[config.mk]
export PLATFORM = sky130hd
export DESIGN_NAME = ps2_receiver
export DESIGN_NICKNAME = d
export VERILOG_FILES = /design/src/rtl/ps2_receiver_pkg.sv /design/src/rtl/ps2_receiver_sync_filter.sv /design/src/rtl/ps2_receiver.sv
export SDC_FILE = /design/constraint.sdc
export NUM_CORES = 1
export LEC_CHECK = 0
export ABC_AREA = 1
export CAP_MARGIN = 20
export CORE_ASPECT_RATIO = 1.4
export CORE_MARGIN = 3
export CORE_UTILIZATION = 40
export DETAILED_ROUTE_END_ITERATION = 8
export PLACE_DENSITY = 0.61
export SLEW_MARGIN = 10
export SYNTH_ARGS = -nofsm -noshare
export SYNTH_HDL_FRONTEND = slang
export SYNTH_HIERARCHICAL = 1
export SYNTH_SLANG_ARGS = --single-unit
[constraint.sdc]
create_clock -name clk -period 1.8 [get_ports clk]
set_input_delay 0.54 -clock clk [delete_from_list [all_inputs] [get_ports clk]]
set_output_delay 0.54 -clock clk [all_outputs]
set_load 0.1 [all_outputs]
[src/rtl/ps2_receiver_pkg.sv]
// Shared PS/2 receiver definitions: frame layout, FSM states and
// common scan-code prefixes used by the downstream key decoder.
package ps2_receiver_pkg;

    localparam int PS2_FRAME_BITS = 11;

    localparam logic [7:0] PS2_SC_BREAK = 8'hF0;
    localparam logic [7:0] PS2_SC_EXT   = 8'hE0;

    typedef enum logic [1:0] {
        ST_IDLE  = 2'd0,
        ST_SHIFT = 2'd1,
        ST_CHECK = 2'd2
    } ps2_state_e;

    // Bits after the start bit, in arrival order from LSB.
    typedef struct packed {
        logic       stop;
        logic       parity;
        logic [7:0] data;
    } ps2_frame_t;

    function automatic logic odd_parity_ok(input logic [8:0] bits);
        return ^bits;
    endfunction

endpackage

[src/rtl/ps2_receiver_sync_filter.sv]
// Two-flop synchronizer plus FILTER_LEN-sample glitch filter for one
// PS/2 pin; fall_o pulses for one cycle when the filtered level drops.
module ps2_sync_filter #(
    parameter int FILTER_LEN = 8
) (
    input  logic clk,
    input  logic rst_n,
    input  logic pin_i,
    output logic level_o,
    output logic fall_o
);

    localparam int CW = (FILTER_LEN > 1) ? $clog2(FILTER_LEN) : 1;
    localparam logic [CW-1:0] CNT_LAST = CW'(FILTER_LEN - 1);

    logic          meta_q;
    logic          sync_q;
    logic          level_q;
    logic          level_d;
    logic          fall_q;
    logic          fall_d;
    logic [CW-1:0] cnt_q;
    logic [CW-1:0] cnt_d;

    // Counter runs only while the synced sample disagrees with the level.
    always_comb begin
        level_d = level_q;
        fall_d  = 1'b0;
        cnt_d   = '0;
        if (sync_q != level_q) begin
            if (cnt_q == CNT_LAST) begin
                level_d = sync_q;
                fall_d  = level_q;
            end else begin
                cnt_d = cnt_q + 1'b1;
            end
        end
    end

    always_ff @(posedge clk or negedge rst_n) begin
        if (!rst_n) begin
            meta_q  <= 1'b1;
            sync_q  <= 1'b1;
            level_q <= 1'b1;
            fall_q  <= 1'b0;
            cnt_q   <= '0;
        end else begin
            meta_q  <= pin_i;
            sync_q  <= meta_q;
            level_q <= level_d;
            fall_q  <= fall_d;
            cnt_q   <= cnt_d;
        end
    end

    assign level_o = level_q;
    assign fall_o  = fall_q;

endmodule

[src/rtl/ps2_receiver.sv]
// Host-side PS/2 device-to-host frame receiver: deframes 11-bit frames
// and hands scan-code bytes to a valid/ready consumer.
module ps2_receiver
    import ps2_receiver_pkg::*;
#(
    parameter int FILTER_LEN  = 8,
    parameter int TIMEOUT_CYC = 50000,
    parameter int TO_W        = 16
) (
    input  logic       clk,
    input  logic       rst_n,
    input  logic       ps2_clk,
    input  logic       ps2_dat,
    output logic [7:0] rx_data,
    output logic       rx_valid,
    input  logic       rx_ready,
    output logic       err_parity,
    output logic       err_frame,
    output logic       err_overrun,
    output logic       err_timeout
);

    localparam logic [3:0]      LAST_BIT = 4'(PS2_FRAME_BITS - 1);
    localparam logic [TO_W-1:0] TO_LAST  = TO_W'(TIMEOUT_CYC - 1);

    logic clk_level_unused;
    logic clk_fall;
    logic dat_level;
    logic dat_fall_unused;

    ps2_sync_filter #(
        .FILTER_LEN(FILTER_LEN)
    ) u_clk_filt (
        .clk    (clk),
        .rst_n  (rst_n),
        .pin_i  (ps2_clk),
        .level_o(clk_level_unused),
        .fall_o (clk_fall)
    );

    ps2_sync_filter #(
        .FILTER_LEN(1)
    ) u_dat_sync (
        .clk    (clk),
        .rst_n  (rst_n),
        .pin_i  (ps2_dat),
        .level_o(dat_level),
        .fall_o (dat_fall_unused)
    );

    ps2_state_e      state_q;
    ps2_state_e      state_d;
    logic [9:0]      sh_q;
    logic [9:0]      sh_d;
    logic [3:0]      bit_cnt_q;
    logic [3:0]      bit_cnt_d;
    logic [TO_W-1:0] to_q;
    logic [TO_W-1:0] to_d;
    logic [7:0]      rx_data_q;
    logic [7:0]      rx_data_d;
    logic            rx_valid_q;
    logic            rx_valid_d;
    logic            err_parity_q;
    logic            err_parity_d;
    logic            err_frame_q;
    logic            err_frame_d;
    logic            err_overrun_q;
    logic            err_overrun_d;
    logic            err_timeout_q;
    logic            err_timeout_d;

    ps2_frame_t frame;
    logic       accept;

    assign frame  = sh_q;
    assign accept = rx_valid_q & rx_ready;

    always_comb begin
        state_d       = state_q;
        sh_d          = sh_q;
        bit_cnt_d     = bit_cnt_q;
        to_d          = to_q;
        rx_data_d     = rx_data_q;
        rx_valid_d    = rx_valid_q & ~accept;
        err_parity_d  = 1'b0;
        err_frame_d   = 1'b0;
        err_overrun_d = 1'b0;
        err_timeout_d = 1'b0;

        unique case (state_q)
            ST_IDLE: begin
                if (clk_fall) begin
                    if (!dat_level) begin
                        state_d   = ST_SHIFT;
                        bit_cnt_d = 4'd1;
                        to_d      = '0;
                        sh_d      = '0;
                    end else begin
                        err_frame_d = 1'b1;
                    end
                end
            end
            ST_SHIFT: begin
                if (clk_fall) begin
                    sh_d = {dat_level, sh_q[9:1]};
                    to_d = '0;
                    if (bit_cnt_q == LAST_BIT) begin
                        state_d = ST_CHECK;
                    end else begin
                        bit_cnt_d = bit_cnt_q + 4'd1;
                    end
                end else if (to_q == TO_LAST) begin
                    state_d       = ST_IDLE;
                    err_timeout_d = 1'b1;
                    sh_d          = '0;
                    bit_cnt_d     = '0;
                    to_d          = '0;
                end else begin
                    to_d = to_q + 1'b1;
                end
            end
            ST_CHECK: begin
                state_d   = ST_IDLE;
                bit_cnt_d = '0;
                // A byte accepted this cycle frees the slot for the new one.
                if (!frame.stop) begin
                    err_frame_d = 1'b1;
                end else if (!odd_parity_ok({frame.parity, frame.data})) begin
                    err_parity_d = 1'b1;
                end else if (rx_valid_q && !rx_ready) begin
                    err_overrun_d = 1'b1;
                end else begin
                    rx_data_d  = frame.data;
                    rx_valid_d = 1'b1;
                end
            end
            default: begin
                state_d = ST_IDLE;
            end
        endcase
    end

    always_ff @(posedge clk or negedge rst_n) begin
        if (!rst_n) begin
            state_q       <= ST_IDLE;
            sh_q          <= '0;
            bit_cnt_q     <= '0;
            to_q          <= '0;
            rx_data_q     <= '0;
            rx_valid_q    <= 1'b0;
            err_parity_q  <= 1'b0;
            err_frame_q   <= 1'b0;
            err_overrun_q <= 1'b0;
            err_timeout_q <= 1'b0;
        end else begin
            state_q       <= state_d;
            sh_q          <= sh_d;
            bit_cnt_q     <= bit_cnt_d;
            to_q          <= to_d;
            rx_data_q     <= rx_data_d;
            rx_valid_q    <= rx_valid_d;
            err_parity_q  <= err_parity_d;
            err_frame_q   <= err_frame_d;
            err_overrun_q <= err_overrun_d;
            err_timeout_q <= err_timeout_d;
        end
    end

    assign rx_data     = rx_data_q;
    assign rx_valid    = rx_valid_q;
    assign err_parity  = err_parity_q;
    assign err_frame   = err_frame_q;
    assign err_overrun = err_overrun_q;
    assign err_timeout = err_timeout_q;

endmodule
### Word-level counts from Yosys, hierarchy flattened

Cells that the tools add are included.

| cells by class | value |
|---|---|
| add/subtract/negate cells | 4 |
| equal/unequal tests | 12 |
| mux-type cells | 46 |
| bitwise logic cells | 5 |
| reduce and logical (&&, ||, !) cells | 13 |

Operators by type and width:

| operator | count |
|---|---|
| $mux W16 | 4 |
| $mux W10 | 4 |
| $pmux W16 S2 | 1 |
| $mux W1 | 21 |
| $mux W4 | 5 |
| $pmux W10 S2 | 1 |
| $add A16 B1 Y16 const B | 1 |
| $eq A16 B16 Y1 const B | 1 |
| $pmux W4 S3 | 1 |
| $reduce_and A4 Y1 | 3 |
| $mux W2 | 5 |
| $reduce_xor A9 Y1 | 1 |
| $mux W3 | 2 |
| $ne A3 B3 Y1 const B | 2 |
| $reduce_and A5 Y1 | 1 |
| $add A4 B1 Y4 const B | 1 |
| $eq A4 B4 Y1 const B | 1 |
| $pmux W2 S2 | 1 |
| $reduce_and A2 Y1 | 2 |
| $add A3 B1 Y3 const B | 1 |
| $eq A3 B3 Y1 const B | 1 |
| $ne A3 B2 Y1 const B | 1 |
| $not A1 Y1 | 3 |
| $reduce_and A3 Y1 | 1 |
| 13 further kinds | 15 |

| word-level totals | value |
|---|---|
| bits in registers | 56 |
| bits of input ports | 5 |
| output and inout bits | 13 |
| logic and storage cells | 99 |

### Logic depth before layout (Yosys ltp)

Gate-level depths: netlist of the first run.

| depth | value |
|---|---|
| word-level depth | 7 |
| mapped depth | 12 |
| depth with buffers taken out | 12 |

### Cells and area by module

Netlist of the first run, hierarchy kept.

By module, submodules not included:

| module | instances | cells each | area each (µm²) | sequential area each (µm²) |
|---|---|---|---|---|
| ps2_receiver | 1 | 295 | 2,429.8 | 1,126.1 |
| ps2_sync_filter (u_clk_filt) | 1 | 24 | 264.0 | 178.9 |
| ps2_sync_filter (u_dat_sync) | 1 | 10 | 135.1 | 103.8 |

### Least setup slack after synthesis of the first run

No wires, ideal clock.

| path | value |
|---|---|
| path kind | register to register |
| start point | register rx_valid_q (netlist: rx_valid) |
| end point | register rx_data_q[0] (netlist: rx_data[0]) |
| library setup time | 122 ps |
| arrival | 1,463 ps |
| required time | 1,678 ps |
| path slack | 214 ps |
| stages on the path, launching flop included | 5 |
| path buffers | 1 |
| period minus slack after synthesis | 1,586 ps |
| cells stage by stage | dfrtp_1 -> nand2_1 -> clkbuf_1 -> nand4_1 -> nand2_1 |

| on the way | value |
|---|---|
| cells in the longest elaborated chain, start to end | 3 |

RTL lines:

| what | line | source |
|---|---|---|
| start, declared | ps2_receiver.sv:61 | `logic rx_valid_q;` |
| start signal, assigned | ps2_receiver.sv:161 | `rx_valid_q <= rx_valid_d;` |
| $logic_and A1 B1 Y1 | ps2_receiver.sv:130 | `end else if (rx_valid_q && !rx_ready) begin` |
| $not A1 Y1 (no source line) | n/a |  |
| $reduce_and A4 Y1 (no source line) | n/a |  |
| end signal, assigned | ps2_receiver.sv:160 | `rx_data_q <= rx_data_d;` |
| end, declared | ps2_receiver.sv:59 | `logic [7:0] rx_data_q;` |

No other way between the ends.
A chain may end at the register's enable or synchronous reset.

### Worst setup path in the final report of the first run

| path | value |
|---|---|
| start point | register state_q[1] |
| end point | register sh_q[0] (netlist: frame[0]) |

| on the way | value |
|---|---|
| cells in the longest elaborated chain, start to end | 3 |
| elaborated cells between the ends (all ways) | 8 |
| those cells by class | 4 x eq/ne; 1 x mux; 3 x reduce/logical |

RTL lines:

| what | line | source |
|---|---|---|
| start, declared | ps2_receiver.sv:51 | `ps2_state_e state_q;` |
| start signal, assigned | ps2_receiver.sv:156 | `state_q <= state_d;` |
| $eq A2 B1 Y1 or $logic_not A2 Y1 (tied branches) | ps2_receiver.sv:90 | `unique case (state_q)` |
| $ne A3 B2 Y1 (no source line), or another cell as far along | n/a |  |
| $reduce_and A4 Y1 (no source line) | n/a |  |
| end signal, assigned | ps2_receiver.sv:146 | `sh_q <= '0;` |
| end signal, assigned | ps2_receiver.sv:157 | `sh_q <= sh_d;` |
| end, declared | ps2_receiver.sv:53 | `logic [9:0] sh_q;` |

Several ways; a longest one is shown, not always the timed one.

==> reports/qor.yml, run 1 <==
syn_inst: 328
die_area_um2: 8060
setup_viol: 0
clockPowerShare_pct: 24.4
cts_tree: "yes"
start_util_pct: 41.8
hold_buffers: 0
p_switching_mw: 1.11
max_slew_margin_pct: 73.7
tns_ns: 0
fmax_mhz: 602
area_growth_pct: 21.0
p_int_mw: 2.11
track_usage_pct: 14.0
final_max_slew_viol_count: 0
leakagePower_nw: 1.59
cap_violations: 0
syn-num-nets: 344
die_x_um: 76.8
n_antenna_cell: 0
grt_pass1_wl_mm: 9.23
hold_viol: 0
drtIter0Drc: 106
routed_via_density: 4.87
cts_max_level: 2
crit_fanout: 12
vdd_ir_drop_max_mv: 0.474
drt-pass1-iter-count: 4
num_rows: 35
r2r_cells: 10
dpl_cell_area_um2: 3240
path_class: "reg2reg"
root_buffer: "clkbuf_8"
area.sequential_um2: 1390
totalWireLength_mm: 5.12
wl_per_cell_um: 11.4
grt_pass1_vias: 2190
place_hpwl_mm: 3.85
post-route-period-util_pct: 92.3
core_um2: 6700
io_pins: 18
drcViolationCount: 0
min_period_ns: 1.66
clock_skew_ns: 0.0158
power.density_nw_per_um2: 949
reg2reg_from: "state_q[1]"
synth_area_per_cell_um2: 8.55
clock_path_buffers: 2
crit_path_start: "state_q[1]"
cp.required_ns: 1.99
hp-class: "in2async"
rrSetupSlack_ns: 0.14
p_seq_share_pct: 45.6
combPwrFrac_pct: 30.0
swShare_pct: 34.5
clk_pin_slew_ns: 0.10
multi_input_area_um2: 1220
fin_area_um2: 3390
outcome: "completed"
rsz0062_at_grt: "false"
arrival_ns: 1.85
gp_congestion: 0.920
n_fill_cell: 641
die_h_um: 105
drtAntennaViolNets: 0
cts_buffers: 5
clock_latency_ns: 0.31
final_util_pct: 50.6
grt_max_degree: 56
overflow: 0
port_buffers: 17
cp-start-kind: "flop"
vias: 2186
drive_gt1_share_pct: 17.9
tightest_slew_ns: 0.392
synth_area_um2: 2800
antenna_found_initial: 0
yosysWarnings: 6
nets: 372
clock-sinks: 55
cp-end-kind: "flop"
-- cells in the final DEF, fill, tap and decap left out, types with 3 or more instances in the layout --
cell type        instances
nand2_1                 78
dfrtp_1                 48
inv_1                   38
nor2_1                  26
nand3_1                 25
o21ai_1                 14
buf_12                  14
nand4_1                 12
a21oi_1                 12
nor3_1                   9
ha_1                     9
buf_4                    8
dfstp_2                  6
inv_2                    5
o21ai_2                  5
o21ai_0                  5
clkbuf_8                 5
nor2_4                   3
xor2_1                   3
clkdlybuf4s50_1          3
-- registers in the layout (all words and copies together) (netlist names) --
signal	cells
err_timeout	1
u_clk_filt/level_o	1
rx_valid	1
u_clk_filt/sync_q	1
u_dat_sync/level_o	1
err_frame	1
err_parity	1
u_clk_filt/meta_q	1
bit_cnt_q	4
u_clk_filt/cnt_q	3
to_q	16
u_clk_filt/fall_o	1
u_dat_sync/meta_q	1
state_q	2
rx_data	8
frame	10
err_overrun	1
u_dat_sync/sync_q	1
-- final cells by class --
class,instances,share of cell area (%)
Multi-Input combinational cell,221,36.0
Timing Repair Buffer,26,11.1
Clock buffer,7,2.25
Sequential cell,55,40.8
Tap cell,92,3.39
Inverter,47,5.57
Clock inverter,1,0.885
-- power by group through the flow --
stage	clock network [mW]	registers (mW)	logic, mW
4_1_cts	0.831	1.47	0.883
3_3_place_gp	0	1.49	0.857
5_1_grt	0.862	1.49	1.10
2_1_floorplan	0	1.47	0.731
6_report	0.787	1.47	0.967
3_5_place_dp	0	1.49	0.878
-- through the flow --
step | instances | hold slack, ns | power, mW | setup WS, ns
2_1_floorplan | 328 | 0.244 | 2.20 | 0.214
3_3_place_gp | 439 | 0.347 | 2.34 | 0.115
3_5_place_dp | 439 | 0.347 | 2.37 | 0.0618
4_1_cts | 447 | 0.222 | 3.18 | 0.0451
5_1_grt | 449 | 0.240 | 3.45 | 0.00492
6_report | 449 | 0.220 | 3.22 | 0.139
-- routing by layer --
layer	vias to the layer above	track usage, %	part of all wire [%]
met5	-	0	0
met2	31	25.5	52
met3	12	2.67	2.6
met4	0	5.70	2.2
li1	1114	-	-
met1	1029	15.6	43
-- final timing paths --
kind	endpoint
max	frame[0]
min	frame[6]
max reg2reg	frame[0]
min reg2reg	u_dat_sync/sync_q
max in group asynchronous	u_clk_filt/meta_q
min in group clk	u_dat_sync/sync_q
-- repair_timing --
action,in CTS,in global routing
buffers inserted,0,2
endpoints found under the setup margin,0,19
resized for setup,0,9
-- critical path, cell delays in order (launching register included) --
cell	delay, ns
dfrtp_1	0.43
inv_2	0.11
ha_2	0.21
inv_1	0.07
nand2_2	0.09
nand2_4	0.10
inv_6	0.13
nand2_8	0.10
buf_4	0.19
nand2_1	0.07
o21ai_2	0.05
No activity file was read; power rests on OpenSTA's default activity.
==> inputs of run 2 (changes only) <==
--- a/config.mk
+++ b/config.mk
@@ -10,8 +10,10 @@
 export CORE_ASPECT_RATIO = 1.4
 export CORE_MARGIN = 3
 export CORE_UTILIZATION = 40
+export CTS_CLUSTER_SIZE = 24
 export DETAILED_ROUTE_END_ITERATION = 8
 export PLACE_DENSITY = 0.61
+export SKIP_CTS_REPAIR_TIMING = 1
 export SLEW_MARGIN = 10
 export SYNTH_ARGS = -nofsm -noshare
 export SYNTH_HDL_FRONTEND = slang
==> constraint.sdc (replaced) <==
create_clock -name clk -period 1.8 [get_ports clk]
set_input_delay 0.36 -clock clk [delete_from_list [all_inputs] [get_ports clk]]
set_output_delay 0.36 -clock clk [all_outputs]
set_load 0.1 [all_outputs]
==> reports/qor.yml, run 2 (same netlist as run 1, synthesis figures left out) <==
outcome: "completed"
routed_via_density: 4.87
cp_common_cell: "nand2_1"
clock_latency_ns: 0.31
drcViolationCount: 0
area_growth_pct: 20.2
grt_pass1_vias: 2149
slowest_stage: "dfrtp_1"
die_h_um: 105
crit_fanout: 12
hold_viol: 0
root_buffer: "clkbuf_8"
track_usage_pct: 14.6
cap_violations: 0
vdd_ir_drop_max_mv: 0.505
path_cells: "ha_1, nand2_1, nor3_2, nand2_1, nand2_4, nand2_8, buf_4, nand2_1, o21ai_2"
antenna_found_initial: 0
mostFrequentLayoutCell: "nand2_1"
power.density_nw_per_um2: 924
clock_skew_ns: 0.0143
tightest_slew_ns: 0.345
cts_max_level: 2
dp_cells: 439
drtIter0Drc: 142
final_util_pct: 50.3
clockPowerShare_pct: 22.1
post-route-period-util_pct: 93.8
drtAntennaViolNets: 0
cp-end-kind: "flop"
place_hpwl_mm: 4.10
drive_gt1_share_pct: 17.7
min_period_ns: 1.69
cts_buffers: 5
die_area_um2: 8060
io_pins: 18
hp-class: "in2async"
swShare_pct: 37.2
timing.final.ws_setup_ns: 0.111
path_class: "reg2reg"
vias: 2182
port_buffers: 17
cts_tree: "yes"
mostFrequentLayoutCells: "nand2_1, dfrtp_1, inv_1"
p_seq_share_pct: 47.3
gp_congestion: 0.929
fin_cells: 448
setup_viol: 0
totalWireLength_mm: 5.45
top_register: "to_q"
num_rows: 35
overflow: 0
reg2reg_from: "to_q[1]"
n_antenna_cell: 0
grt_max_degree: 56
drt-pass1-iter-count: 5
n_fill_cell: 637
rrSetupSlack_ns: 0.11
max_slew_margin_pct: 76.8
p_switching_mw: 1.16
start_util_pct: 41.8
leakagePower_nw: 1.58
core_um2: 6700
place_ws_ns: 0.0358
slowest_delay_ns: 0.39
clk_pin_slew_ns: 0.10
r2r_cells: 9
clock_path_buffers: 2
nets: 371
clock-sinks: 55
p_int_mw: 1.96
cp.required_ns: 2.01
grt_pass1_wl_mm: 9.74
fmax_mhz: 592
arrival_ns: 1.90
die_x_um: 76.8
largest_reg_flops: 16
cp-start-kind: "flop"
wl_per_cell_um: 12.2
combPwrFrac_pct: 30.6
final_max_slew_viol_count: 0
r2r-end: "frame[6]"
## run 2: cell types whose count changed in the layout (fill, tap and decap cells not counted), sizes merged
cell / change
clkinv: +2
buf: -1
clkbuf: -2
bufinv: -1
inv: +1
## run 2: area by class of cell
type | count | area (um2) | share of cell area [%]
timing repair buffer | 25 | 368 | 10.9
clock inverter | 3 | 22.5 | 0.668
tap | 92 | 115 | 3.42
sequential | 55 | 1380 | 41.1
clock buffer | 5 | 68.8 | 2.04
multi-input combinational | 221 | 1220 | 36.2
inverter | 47 | 191 | 5.68
## run 2: power by group through the flow
stage          combinational, mW  sequential (mW)  clock (mW)
2_1_floorplan              0.731             1.47           0
3_3_place_gp               0.854             1.49           0
3_5_place_dp               0.892             1.50           0
4_1_cts                    0.895             1.47       0.725
5_1_grt                     1.08             1.49       0.761
6_report                   0.951             1.47       0.689
## run 2: through the flow
| step | total power, mW | hold slack (ns) | cell area, um2 | setup TNS [ns] |
|---|---|---|---|---|
| 2_1_floorplan | 2.20 | 0.0644 | 2800 | 0 |
| 6_report | 3.11 | 0.0114 | 3370 | 0 |
| 5_1_grt | 3.34 | 0.0500 | 3370 | -0.142 |
| 3_3_place_gp | 2.35 | 0.347 | 3240 | 0 |
| 4_1_cts | 3.09 | 0.0328 | 3330 | 0 |
| 3_5_place_dp | 2.39 | 0.348 | 3240 | 0 |
## run 2: routing by layer
layer	vias up	wire length [um]	track usage, %
li1	1108	-	-
met1	1022	2260	17.8
met2	39	2880	25.1
met3	13	150	2.24
met4	0	153	6.61
met5	-	0	0
## run 2: how the worst max path moves through the flow
stage	startpoint	to	slack (ns)	cells after the start
6_report	to_q[1]	frame[6]	0.11	9
3_5_place_dp	state_q[0]	frame[6]	0.04	10
5_1_grt	to_q[1]	frame[0]	-0.04	9
3_3_place_gp	state_q[0]	frame[6]	0.12	10
2_1_floorplan	rx_valid	rx_data[0]	0.21	4
4_1_cts	state_q[0]	frame[0]	0.02	10
## run 2: worst max-delay path, delay by kind of cell (launching register included)
family | cells | cell delay [ns]
compound gates | 1 | 0.05
buf+inv | 1 | 0.18
fa+ha+maj | 1 | 0.21
flops | 1 | 0.39
simple gates | 6 | 0.76
==> inputs of run 3 (changes only) <==
--- a/config.mk
+++ b/config.mk
@@ -7,7 +7,7 @@
 export LEC_CHECK = 0
 export ABC_AREA = 1
 export CAP_MARGIN = 20
-export CORE_ASPECT_RATIO = 1.4
+export CORE_ASPECT_RATIO = 0.5
 export CORE_MARGIN = 3
 export CORE_UTILIZATION = 40
 export CTS_CLUSTER_SIZE = 24
==> reports/qor.yml, run 3 (same netlist as run 1, synthesis figures left out) <==
drtAntennaViolNets: 0
hold_viol: 0
critPathTopFamily: "simple AND/OR/NAND/NOR gates"
cp-start-kind: "flop"
gp_congestion: 0.897
reg2reg_from: "state_q[0]"
die_x_um: 124
area_growth_pct: 23.1
cts_buffers: 5
multi_input_area_um2: 1220
totalWireLength_mm: 5.53
wl_per_cell_um: 12.5
place_ws_ns: 0.0683
min_period_ns: 1.66
path_class: "reg2reg"
die_area_um2: 8110
clock_skew_ns: 0.00584
n_fill_cell: 593
area.sequential_um2: 1390
mostFrequentLayoutCell: "nand2_1"
die_h_um: 65.2
post-route-period-util_pct: 92.1
drive_gt1_share_pct: 18.0
vdd_ir_drop_max_mv: 0.581
crit_path_start: "state_q[0]"
grt_pass1_vias: 2137
final_max_slew_viol_count: 0
num_rows: 20
cp-end-kind: "flop"
timing.final.ws_setup_ns: 0.143
grt_max_degree: 36
track_usage_pct: 15.0
max_slew_margin_pct: 67.9
dp_cells: 434
mostFrequentLayoutCells: "nand2_1, dfrtp_1, inv_1"
largest_reg_flops: 16
setup_viol: 0
tns_ns: 0
path_cells: "inv_2, ha_2, inv_1, nand2_2, nand2_4, nor2_4, nand4_1, o21ai_1, a21oi_1"
leakagePower_nw: 1.62
crit_fanout: 7
clock-sinks: 55
core_um2: 6410
root_buffer: "clkbuf_16"
drtIter0Drc: 102
cts_max_level: 2
clk_pin_slew_ns: 0.07
cp.required_ns: 1.99
place_hpwl_mm: 4.21
rsz0062_at_grt: "false"
drcViolationCount: 0
vias: 2198
power.density_nw_per_um2: 1030
arrival_ns: 1.84
path_buf_inv: 2
outcome: "completed"
clock_latency_ns: 0.30
nets: 370
top_register: "to_q"
overflow: 0
tightest_slew_ns: 0.482
cap_violations: 0
slowest_delay_ns: 0.44
start_util_pct: 43.8
drt-pass1-iter-count: 4
io_pins: 18
fin_cells: 443
hp-class: "in2async"
whs_ns: 0.0196
cts_tree: "yes"
slowest_stage: "dfrtp_2"
grt_pass1_wl_mm: 9.80
antenna_found_initial: 0
clock_path_buffers: 2
routed_via_density: 4.96
n_antenna_cell: 0
fmax_mhz: 603
port_buffers: 17
-- run 3: cell types whose count changed in the layout (fill, tap and decap cells not counted), moves of 2 or more --
| cell | delta |
|---|---|
| clkbuf_8 | -5 |
| buf_4 | -2 |
| nand2_2 | +2 |
| clkbuf_16 | +5 |
-- run 3: power breakdown --
part           switching [mW]  total, mW  leakage [nW]  internal [mW]
registers               0.104       1.48         0.736           1.37
logic                   0.639      0.974         0.797          0.335
clock network           0.446       1.11        0.0844          0.664
total                    1.19       3.56          1.62           2.37
-- run 3: worst paths after layout --
kind	to	slack, ns	cells after the start
max	to_q[12]	0.14	9
min	u_clk_filt/fall_o	0.02	1
max reg2reg	to_q[12]	0.14	9
min reg2reg	u_dat_sync/sync_q	0.36	0
max in group asynchronous	state_q[0]	1.24	2
min in group clk	u_dat_sync/sync_q	0.36	0
-- run 3: stage by stage --
stage	utilization [%]	total power, mW	area (um2)
floorplan	-	2.20	2800
global placement	50.6	2.36	3240
detailed placement	50.6	2.40	3240
CTS	53.3	3.53	3410
global route	53.9	3.81	3450
finish	53.9	3.56	3450
-- run 3: cell type report --
| class | count | area share (%) |
|---|---|---|
| clock buffers | 5 | 3.62 |
| clock inverters | 3 | 1.38 |
| inverters | 47 | 5.47 |
| multi-input cells | 221 | 35.4 |
| flip-flops and latches | 55 | 40.1 |
| well taps | 88 | 3.19 |
| repair buffers | 24 | 10.8 |
-- run 3: worst reg2reg max path, delay by kind of cell, from the launching register on --
| family | cells | cell delay, ns |
|---|---|---|
| simple gates | 4 | 0.53 |
| compound gates | 2 | 0.20 |
| buf+inv | 2 | 0.16 |
| flops | 1 | 0.44 |
| fa+ha+maj | 1 | 0.21 |
-- run 3: layer usage --
metal / vias to the layer above / track usage [%] / wire length [um]
met5: - / 0 / 0
met4: 0 / 5.74 / 107
met3: 9 / 4.55 / 208
met2: 35 / 25.5 / 2580
met1: 1039 / 18.3 / 2630
li1: 1115 / - / -
